<file path="src/rtl/qed_feed_sched_if.sv">
// Fetch-side bundle of the QED feed scheduler: DUT fetch port, workload FIFO
// port, QED generator port and scheduler status.
interface qed_feed_sched_if;
  logic        inst_fifo_rd;
  logic [31:0] inst_fifo_rdata;
  logic        wl_empty;
  logic        wl_rd;
  logic [31:0] wl_rdata;
  logic        qed_rd;
  logic [31:0] qed_rdata;
  logic        qed_ena;
  logic [1:0]  sched_state;
  logic [15:0] nop_cnt;

  modport master (
    input  inst_fifo_rd, wl_empty, wl_rdata, qed_rdata,
    output inst_fifo_rdata, wl_rd, qed_rd, qed_ena, sched_state, nop_cnt
  );

  modport slave (
    output inst_fifo_rd, wl_empty, wl_rdata, qed_rdata,
    input  inst_fifo_rdata, wl_rd, qed_rd, qed_ena, sched_state, nop_cnt
  );
endinterface

</file>
<file path="src/rtl/qed_feed_sched.sv">
// Instruction feed scheduler: workload during WARMUP, NOP filler in DRAIN,
// then QED generator words forever; fetch path is purely combinational.
module qed_feed_sched #(
  parameter int unsigned WARMUP_CYCLES = 63,
  parameter int unsigned DRAIN_NOPS    = 8,
  parameter logic [31:0] NOP_INST      = 32'h00000013
) (
  input  logic             clock,
  input  logic             reset_n,
  qed_feed_sched_if.master bus
);

  typedef enum logic [1:0] {
    WARMUP = 2'd0,
    DRAIN  = 2'd1,
    QED    = 2'd2
  } state_t;

  localparam logic [15:0] WARMUP_LAST = 16'(WARMUP_CYCLES - 1);
  localparam logic [7:0]  DRAIN_LAST  = 8'(DRAIN_NOPS - 1);
  localparam state_t      AFTER_WARMUP = (DRAIN_NOPS == 0) ? QED : DRAIN;

  state_t      state_reg, state_next;
  logic [15:0] cyc_cnt_reg, cyc_cnt_next;
  logic [7:0]  drain_cnt_reg, drain_cnt_next;
  logic [15:0] nop_cnt_reg, nop_cnt_next;

  logic        wl_rd_c;
  logic        qed_rd_c;
  logic [31:0] rdata_c;
  logic        filler_c;

  always_ff @(posedge clock or negedge reset_n) begin
    if (!reset_n) begin
      state_reg     <= WARMUP;
      cyc_cnt_reg   <= 16'd0;
      drain_cnt_reg <= 8'd0;
      nop_cnt_reg   <= 16'd0;
    end else begin
      state_reg     <= state_next;
      cyc_cnt_reg   <= cyc_cnt_next;
      drain_cnt_reg <= drain_cnt_next;
      nop_cnt_reg   <= nop_cnt_next;
    end
  end

  always_comb begin
    state_next     = state_reg;
    cyc_cnt_next   = cyc_cnt_reg;
    drain_cnt_next = drain_cnt_reg;
    wl_rd_c        = 1'b0;
    qed_rd_c       = 1'b0;
    rdata_c        = NOP_INST;
    filler_c       = 1'b0;

    case (state_reg)
      WARMUP: begin
        cyc_cnt_next = cyc_cnt_reg + 16'd1;
        wl_rd_c      = bus.inst_fifo_rd & ~bus.wl_empty;
        rdata_c      = wl_rd_c ? bus.wl_rdata : NOP_INST;
        filler_c     = bus.inst_fifo_rd & bus.wl_empty;
        if (cyc_cnt_reg == WARMUP_LAST) begin
          state_next = AFTER_WARMUP;
        end
      end
      DRAIN: begin
        filler_c = bus.inst_fifo_rd;
        if (bus.inst_fifo_rd) begin
          drain_cnt_next = drain_cnt_reg + 8'd1;
          if (drain_cnt_reg == DRAIN_LAST) begin
            state_next = QED;
          end
        end
      end
      QED: begin
        qed_rd_c = bus.inst_fifo_rd;
        rdata_c  = bus.qed_rdata;
      end
      default: begin
        state_next = WARMUP;
      end
    endcase

    // The state register already sits in WARMUP under reset, but WARMUP still
    // forwards fetches, so the strobes must be gated by reset_n directly.
    if (!reset_n) begin
      wl_rd_c  = 1'b0;
      qed_rd_c = 1'b0;
      rdata_c  = NOP_INST;
      filler_c = 1'b0;
    end

    nop_cnt_next = (filler_c && (nop_cnt_reg != 16'hFFFF)) ? nop_cnt_reg + 16'd1 : nop_cnt_reg;
  end

  assign bus.inst_fifo_rdata = rdata_c;
  assign bus.wl_rd           = wl_rd_c;
  assign bus.qed_rd          = qed_rd_c;
  assign bus.qed_ena         = (state_reg == QED);
  assign bus.sched_state     = state_reg;
  assign bus.nop_cnt         = nop_cnt_reg;

endmodule

</file>
<file path="src/flat_wrapper.sv">
// flat-port wrapper written by rule: the top's interface ports become plain ports
module qed_feed_sched_flat 
#(
  parameter int unsigned WARMUP_CYCLES = 63,
  parameter int unsigned DRAIN_NOPS    = 8,
  parameter logic [31:0] NOP_INST      = 32'h00000013
)
  (clock, reset_n, bus_inst_fifo_rd, bus_wl_empty, bus_wl_rdata, bus_qed_rdata, bus_inst_fifo_rdata, bus_wl_rd, bus_qed_rd, bus_qed_ena, bus_sched_state, bus_nop_cnt);
  qed_feed_sched_if bus_i ();
  input  logic clock;
  input  logic reset_n;
  input wire logic [$bits(bus_i.inst_fifo_rd)-1:0] bus_inst_fifo_rd;
  input wire logic [$bits(bus_i.wl_empty)-1:0] bus_wl_empty;
  input wire logic [$bits(bus_i.wl_rdata)-1:0] bus_wl_rdata;
  input wire logic [$bits(bus_i.qed_rdata)-1:0] bus_qed_rdata;
  output wire logic [$bits(bus_i.inst_fifo_rdata)-1:0] bus_inst_fifo_rdata;
  output wire logic [$bits(bus_i.wl_rd)-1:0] bus_wl_rd;
  output wire logic [$bits(bus_i.qed_rd)-1:0] bus_qed_rd;
  output wire logic [$bits(bus_i.qed_ena)-1:0] bus_qed_ena;
  output wire logic [$bits(bus_i.sched_state)-1:0] bus_sched_state;
  output wire logic [$bits(bus_i.nop_cnt)-1:0] bus_nop_cnt;
  assign bus_i.inst_fifo_rd = bus_inst_fifo_rd;
  assign bus_i.wl_empty = bus_wl_empty;
  assign bus_i.wl_rdata = bus_wl_rdata;
  assign bus_i.qed_rdata = bus_qed_rdata;
  assign bus_inst_fifo_rdata = bus_i.inst_fifo_rdata;
  assign bus_wl_rd = bus_i.wl_rd;
  assign bus_qed_rd = bus_i.qed_rd;
  assign bus_qed_ena = bus_i.qed_ena;
  assign bus_sched_state = bus_i.sched_state;
  assign bus_nop_cnt = bus_i.nop_cnt;
  qed_feed_sched #(.WARMUP_CYCLES(WARMUP_CYCLES), .DRAIN_NOPS(DRAIN_NOPS), .NOP_INST(NOP_INST)) u_core (.clock(clock), .reset_n(reset_n), .bus(bus_i));
endmodule
</file>
<file path="config.mk">
export PLATFORM = sky130hd
export DESIGN_NAME = qed_feed_sched_flat
export DESIGN_NICKNAME = d
export VERILOG_FILES = /design/src/rtl/qed_feed_sched_if.sv /design/src/rtl/qed_feed_sched.sv /design/src/flat_wrapper.sv
export SDC_FILE = /design/constraint.sdc
export NUM_CORES = 1
export LEC_CHECK = 0
export ABC_AREA = 0
export CORE_ASPECT_RATIO = 1.2
export CORE_MARGIN = 2
export CORE_UTILIZATION = 44
export CTS_BUF_LIST = sky130_fd_sc_hd__clkbuf_16
export DETAILED_ROUTE_END_ITERATION = 10
export HOLD_SLACK_MARGIN = 0.12
export PLACE_DENSITY = 0.87
export SYNTH_ARGS = -nofsm -noshare
export SYNTH_HDL_FRONTEND = slang
export SYNTH_SLANG_ARGS = --single-unit
</file>
<file path="constraint.sdc">
create_clock -name clock -period 3.1 [get_ports clock]
set_input_delay 0.31 -clock clock [delete_from_list [all_inputs] [get_ports clock]]
set_output_delay 0.31 -clock clock [all_outputs]
set_load 0.02 [all_outputs]
</file>
==> flow_metrics.py <==
metrics = {
    "outcome": {
        "outcome": "completed",
    },
    "drt": {
        "avgRoutedWirePerCell_um": 16.8,
        "drt-vias-per-instance": 5.65,
        "final_antenna_net_count": 0,
        "vias": 2535,
        "firstDrtPassIters": 5,
        "routed_wl_mm": 7.57,
        "drc": 0,
        "first_iter_violations": 86,
    },
    "yosys": {
        "ys.flop_type": "dfrtp_1",
        "syn-instance-count": 266,
        "synthArstFlopShare": 1.00,
        "synth-edff-count": 0,
        "synth_area_mm2": 0.00244,
        "ys_warn_count": 0,
        "ys_seq_elements": 42,
        "synthesis.nets": 338,
        "synth_cell_types": 40,
        "synth_sequential_area_ratio": 0.431,
        "synth_area_per_cell_um2": 9.16,
    },
    "worst_setup_path": {
        "crit_path_max_incr_delay_ns": 0.63,
        "crit_path_frequent_cell": "inv_2",
        "arrival_ns": 2.39,
        "critical_path_buf_inv_count": 3,
        "r2r_start": "u_core.bus.sched_state[1]$_DFFE_PN0P_",
        "startpoint_type": "register",
        "r2r-end": "u_core.bus.nop_cnt[11]$_DFFE_PN0P_",
        "ff2ff_path_depth": 4,
        "setup.worst_path.class": "reg -> out",
        "ff2ff_setup_slack_ns": 1.05,
        "critPathSlowestCell": "clkdlybuf4s50_1",
        "crit_path_end_kind": "output pin",
        "path_cells": "inv_2 > nand2_1 > inv_2 > a22oi_1 > nor2_1 > clkdlybuf4s50_1",
        "worstPathMaxFanout": 31,
        "cp_top_family": "buffers and inverters",
        "crit_required_ns": 2.79,
    },
    "placement": {
        "gp_congestion": 0.922,
        "place_inst": 440,
        "portBuffers": 120,
        "detailed_place_hpwl_mm": 5.96,
        "placed_cell_area_mm2": 0.00370,
    },
    "timing": {
        "slew_headroom": 0.596,
        "tightest_slew_ns": 0.601,
        "max_freq_mhz": 371,
        "holdWs_ns": 0.413,
        "min_period_ns": 2.70,
        "period_share": 0.871,
        "maxSlewViolCount": 0,
        "setup_viol": 0,
        "fin_skew_ns": 0.00284,
        "setup_tns_ns": 0,
        "rsz0062_at_grt": "false",
        "final_hold_viol_count": 0,
    },
    "cts": {
        "cts_setup_buffers": 0,
        "cts_max_path_buffers": 2,
        "clk_pin_slew_ns": 0.06,
        "worstSkewPairLatency_ns": 0.29,
        "cts_tree": "built",
        "cts.sink_count": 42,
        "cts-root-buf": "clkbuf_16",
        "htreeDepth": 2,
        "cts_buffers": 5,
    },
    "floorplanning": {
        "ios": 121,
        "core_area_mm2": 0.00533,
        "die_w_um": 71.9,
        "die_h_um": 85.5,
        "rows": 29,
        "initial_core_util": 0.457,
        "die_area_mm2": 0.00615,
    },
    "layout": {
        "finalInstanceArea_mm2": 0.00387,
        "utilization": 0.726,
        "drive_gt1_frac": 0.0544,
        "fillCellCount": 378,
        "final-seq-area_mm2": 0.00105,
        "multi_input_area_mm2": 0.00131,
        "syn2layout_area_growth_pct": 58.9,
        "fin_cells": 449,
        "final_nets": 458,
    },
    "hold_path": {
        "hold_class": "in -> async",
    },
    "global_routing": {
        "grt_overflow_total": 0,
        "grt_pass1_wl_mm": 12.1,
        "grtUsageTotal": 0.254,
        "antenna_found_initial": 3,
        "grt_max_degree": 32,
        "first_global_vias": 2408,
    },
    "power": {
        "powerDensity_mw_per_mm2": 397,
        "p_leak_nw": 1.61,
        "ir_drop_mv": 0.534,
    },
    "job": {
        "cap_violations": 0,
    },
}
layout by cell type, fill, tap and decap left out, types with 2 or more instances in the layout:
master	count
ha_1	4
buf_4	4
dfrtp_1	42
mux2_2	2
inv_2	2
or3_1	2
nand3b_1	3
and3_1	4
o21ai_0	4
xnor2_1	19
nor3_1	7
a22oi_1	29
nand2b_1	3
clkdlybuf4s50_1	119
or4_1	2
clkbuf_16	5
xor2_1	14
mux2_1	3
nand4_1	9
inv_1	6
o22ai_1	2
nor4_1	6
nand3_1	17
nor2_1	41
nand2_1	17
Yosys cell counts, types with 2 or more instances:
cell / n / area share
mux2_1: 3 / 0.014
xor2_1: 14 / 0.050
inv_1: 6 / 0.0092
and3_1: 4 / 0.010
o22ai_1: 2 / 0.0051
nor2_1: 41 / 0.063
nand2_1: 17 / 0.026
nor3_1: 8 / 0.016
dfrtp_1: 42 / 0.43
or3_1: 2 / 0.0051
inv_2: 2 / 0.0031
mux2_2: 2 / 0.0092
clkbuf_1: 10 / 0.015
nand2b_1: 3 / 0.0077
ha_1: 4 / 0.021
nand3_1: 17 / 0.035
nor4_1: 6 / 0.015
or4_1: 2 / 0.0062
xnor2_1: 19 / 0.068
a22oi_1: 29 / 0.089
nand4_1: 9 / 0.023
nand3b_1: 3 / 0.0092
o21ai_0: 4 / 0.0082
report_power, final:
part / total, mW / leakage (nW) / switching, mW / internal [mW]
clock: 0.577 / 0.0773 / 0.204 / 0.372
combinational: 0.334 / 0.967 / 0.146 / 0.189
sequential: 0.625 / 0.570 / 0.0480 / 0.578
routing by layer:
layer / part of all wire / global-route usage / vias to the layer above
li1: - / - / 1197
met1: 0.38 / 0.306 / 1189
met2: 0.49 / 0.419 / 136
met3: 0.12 / 0.107 / 11
met4: 0.013 / 0.0652 / 2
met5: 0.0017 / 0 / -
layout make-up:
| class | count | area share |
|---|---|---|
| clock buffers | 5 | 0.0323 |
| clock inverters | 2 | 0.00873 |
| well taps | 62 | 0.0200 |
| inverters | 8 | 0.00776 |
| multi-input cells | 204 | 0.339 |
| repair buffers | 125 | 0.319 |
| flip-flops and latches | 42 | 0.272 |
| diodes | 1 | 0.000647 |
per-stage QoR:
| step | worst slack (ns) | power, mW |
|---|---|---|
| 6_report | 0.401 | 1.54 |
| 5_1_grt | 0.248 | 1.60 |
| 4_1_cts | 0.378 | 1.55 |
| 3_5_place_dp | 0.441 | 0.966 |
| 3_3_place_gp | 0.433 | 0.957 |
| 2_1_floorplan | 1.01 | 0.756 |
worst reg2reg max path, delay by kind of cell, from the launching register on:
kind	cells	cell delay, ns
DFF	1	0.49
muxes	1	0.34
and+or+nand+nor	3	1.10
cell families (layout without fill, tap and decap cells):
family,Yosys count,count (layout),share of synthesized area
buffers and inverters,20,140,0.0313
multiplexers,6,6,0.0293
AND/OR/NAND/NOR,120,120,0.248
adder cells (fa/ha/maj),4,4,0.0205
other,0,1,0
XOR/XNOR,33,33,0.119
flip-flops,42,42,0.431
AO/OA/AOI/OAI,41,41,0.121
worst max-delay path by stage:
stage,start,to,slack (ns),cells past startpoint
global route,u_core.bus.sched_state[0]$_DFFE_PN0P_,bus_inst_fifo_rdata[23],0.25,6
global placement,bus_inst_fifo_rd,bus_inst_fifo_rdata[23],0.43,7
floorplan,u_core.bus.sched_state[1]$_DFFE_PN0P_,bus_inst_fifo_rdata[23],1.01,6
detailed placement,bus_inst_fifo_rd,bus_inst_fifo_rdata[23],0.44,7
finish,u_core.bus.sched_state[0]$_DFFE_PN0P_,bus_inst_fifo_rdata[23],0.40,6
CTS,u_core.bus.sched_state[0]$_DFFE_PN0P_,bus_inst_fifo_rdata[23],0.38,6
what timing repair did:
action                                  CTS  global route
endpoints found under the hold margin     4             0
hold buffers                              1             0
gates resized for setup                   0             0
endpoints found under the setup margin    0             0
No activity file was read; power rests on OpenSTA's default activity.
